## src/rtl/ddr_to_sdr.sv

```systemverilog
// Double-data-rate to single-data-rate input converter: both clk edges sampled, pair presented on rising edge.
// Latency 1 cycle (rise lane) / half cycle (fall lane); no backpressure. Optional sdr_valid via DDR_TO_SDR_VALID_EN.
module ddr_to_sdr #(
    parameter int DATA_W = 8
) (
    input  logic              clk,
    input  logic              rst,
    input  logic [DATA_W-1:0] ddr_data,
    output logic [DATA_W-1:0] sdr_data_0,
    output logic [DATA_W-1:0] sdr_data_1
`ifdef DDR_TO_SDR_VALID_EN
    ,
    output logic              sdr_valid
`endif
);

    logic [DATA_W-1:0] rise_q;
    logic [DATA_W-1:0] fall_q;

    always_ff @(posedge clk or negedge rst) begin
        if (!rst) begin
            rise_q     <= '0;
            sdr_data_0 <= '0;
            sdr_data_1 <= '0;
        end else begin
            rise_q     <= ddr_data;
            sdr_data_0 <= rise_q;
            sdr_data_1 <= fall_q;
        end
    end

    // Falling-edge capture; retimed into the rising domain by sdr_data_1 above.
    always_ff @(negedge clk or negedge rst) begin
        if (!rst) begin
            fall_q <= '0;
        end else begin
            fall_q <= ddr_data;
        end
    end

`ifdef DDR_TO_SDR_VALID_EN
    logic rise_ok;
    logic fall_ok;

    always_ff @(negedge clk or negedge rst) begin
        if (!rst) begin
            fall_ok <= 1'b0;
        end else begin
            fall_ok <= 1'b1;
        end
    end

    // Sticky once both capture registers have held a post-reset sample.
    always_ff @(posedge clk or negedge rst) begin
        if (!rst) begin
            rise_ok   <= 1'b0;
            sdr_valid <= 1'b0;
        end else begin
            rise_ok   <= 1'b1;
            sdr_valid <= sdr_valid | (rise_ok & fall_ok);
        end
    end
`endif

endmodule

```

## config.mk

```make
export PLATFORM = sky130hd
export DESIGN_NAME = ddr_to_sdr
export DESIGN_NICKNAME = d
export VERILOG_FILES = /design/src/rtl/ddr_to_sdr.sv
export SDC_FILE = /design/constraint.sdc
export NUM_CORES = 1
export LEC_CHECK = 0
export CAP_MARGIN = 20
export CORE_MARGIN = 2
export CORE_UTILIZATION = 45
export DETAILED_ROUTE_END_ITERATION = 16
export HOLD_SLACK_MARGIN = 0.15
export MAX_ROUTING_LAYER = met4
export PLACE_DENSITY = 0.83
export SYNTH_ARGS = -nofsm -noshare
export SYNTH_HDL_FRONTEND = slang
export SYNTH_SLANG_ARGS = --single-unit
```

## constraint.sdc

```tcl
create_clock -name clk -period 0.8 [get_ports clk]
set_input_delay 0.08 -clock clk [delete_from_list [all_inputs] [get_ports clk]]
set_output_delay 0.08 -clock clk [all_outputs]
set_load 0.005 [all_outputs]
```

# [Yosys cells after proc, flatten, opt, wreduce, memory -nomap -nowiden]
# Index checks and enable logic that the tools add are counted.
[word_totals] reg_bits=32 inputBits=10 output_inout_bits=16 wordCells=4

# [Logic depth before layout (Yosys ltp)]
# Gate-level depths: netlist (run 1).
[logic_depth] ltp_word=0 depth_mapped=0

==> results of run 1 <==
registers in the layout, summed over array words and instances (netlist names):
register and count:
fall_q 8, rise_q 8, sdr_data_0 8, sdr_data_1 8
layer usage:
| metal | global-route usage (%) | wire length [um] | share of wire (%) |
|---|---|---|---|
| met1 | 12.2 | 388 | 33 |
| met2 | 22.2 | 685 | 58 |
| met3 | 10.6 | 86 | 7.3 |
| met4 | 6.86 | 11 | 0.94 |
| met5 | - | 0 | 0 |
Yosys cell counts (all sizes together):
cell / instances / area (sq um)
dfrtn: 8 / 200
dfrtp: 24 / 601
cell families after synthesis:
logic type and synth area share (%):
flops 100
power breakdown:
group | total, uW | switching (uW) | internal [uW]
clock network | 887 | 453 | 433
registers | 1720 | 19.7 | 1700
logic | 150 | 65.0 | 84.8
cells in the final DEF (no fill, tap or decap):
master / synthesis / final
clkbuf_1: 0 / 2
clkdlybuf4s50_1: 0 / 9
buf_4: 0 / 3
buf_12: 0 / 1
clkbuf_8: 0 / 1
clkbuf_4: 0 / 5
dfrtn_1: 8 / 8
dfrtp_1: 24 / 24
buf_2: 0 / 16
per-stage QoR:
step,std cells,total power (uW),util [%]
floorplan,32,1760,-
global placement,86,1940,65.9
detailed placement,86,1950,65.9
CTS,94,2800,64.6
global route,94,2880,64.6
finish,94,2760,64.6
repair_timing:
item	in CTS	in global routing
buffers inserted	0	0
gates resized for setup	64	0
hold endpoints to repair	6	6
setup endpoints to repair	24	24
how the worst min path moves through the flow:
stage                     slack (ns)       endpoint
after floorplan                -0.22      rise_q[0]
after CTS                        0.1      rise_q[4]
after global placement          0.33  sdr_data_0[2]
after global routing            0.08      rise_q[4]
after detailed placement        0.33  sdr_data_0[5]
final                           0.10      rise_q[4]
layout make-up:
cell class	instances	area [sq um]	area share, %
Clock buffer	8	58.8	5.33
Sequential cell	32	801	72.6
Tap cell	25	31.3	2.83
Timing Repair Buffer	29	213	19.3
==> results.yml, run 1 <==
yosys:
  synth_area_per_cell_sq_um: 25.0
  syn_area_sq_um: 801
  syn_inst: 32
  yosysSeqAreaShare_pct: 100
  yosys_warnings: 0
  synth_seq_cells: 32
  yosysUniqueCellTypes: 2
  synth_nets: 42
worst_setup_path:
  endpoint_kind: "output pin"
  cpPeakStageDelay_ns: 0.38
  arrival_ns: 0.81
  crit_fanout: 1
  critPathTopFamily: "flip-flops"
  cp.depth: 1
  worstReg2RegStart: "fall_q[7]"
  crit_type: "reg2out"
  critPathLaunchType: "flop"
  cp_cell_sequence: "buf_2"
  cp.required_ns: 0.72
  timing.rr.end: "sdr_data_1[7]"
  crit_end: "sdr_data_0[3]"
  r2r_slack_ns: -0.04
  crit_buf_inv: 1
  worstRegToRegCells: 0
  setup.worst_path.start: "sdr_data_0[3]"
  critPathSlowestCell: "dfrtp_1"
timing:
  tightest_slew_ns: 0.118
  finalSetupTns_ns: -1.47
  timing.fmax_mhz: 1120
  period_needed_ns: 0.889
  hold_violations: 0
  fin_worst_skew_ns: 0.00569
  report.final.slew_viol_count: 0
  finalSetupViolations: 24
  final.setup.worst_slack_ns: -0.0889
  rsz0062_at_grt: "true"
  post-route-period-util_pct: 111
  relSlewSlack_pct: 92.1
  hold_slack_ns: 0.104
place:
  dpl-instance-area_sq_mm: 0.00112
  post-place-ws_ns: -0.301
  gp_congestion: 0.668
  io_buffers: 25
routing:
  antenna_left: 0
  first_iter_violations: 0
  drt_first_pass_iters: 1
  routed_wl_um: 1170
  drc: 0
  vias_per_cell: 3.98
  wire_per_inst_um: 12.5
  vias: 374
finish:
  diodes: 0
  multi_input_gates: 0
  synthToLayoutAreaGrowth_pct: 37.8
  final_nets: 78
  drive_gt1_share_pct: 37.7
  num-fill-cells: 129
  multi_input_area_sq_um: 0
  final_cell_area_sq_mm: 0.00110
clocking:
  clk_path_buf_depth: 2
  cts.sinks: 32
  cts_root_buf: "clkbuf_4"
  clock_latency_ns: 0.30
  numCtsBuffers: 5
  htreeDepth: 2
  cts_tree: "done"
  cts.clk_slew.worst_paths_ns: 0.09
global_route:
  grt_max_degree: 18
  grt-ovfl-total: 0
  gr-usage-all-layers_pct: 14.1
  grt_pass1_vias: 404
  grt_first_pass_wirelength_um: 1790
  grt_antenna_before_repair: 0
die:
  initial_core_util_pct: 46.9
  core-area_sq_mm: 0.00171
  dieArea_sq_mm: 0.00213
  ios: 26
  die_w_um: 46.2
  rows: 15
  die_h_um: 46.2
power:
  power.density_mw_per_mm2: 2500
  power.leakage_uw: 0.000527
  peakVddDrop_mv: 1.70
status:
  status: "complete, but fails checks"
  violations: "setup timing"
hold_path:
  hp-class: "in2async"
job:
  cap_viol_max_count: 0
No activity file was read; power rests on OpenSTA's default activity.
==> run 2, diff against run 1 <==
- CAP_MARGIN: 20 -> unset
==> results of run 2 <==
Final layout, timing and power as in run 1 (identical DEF).
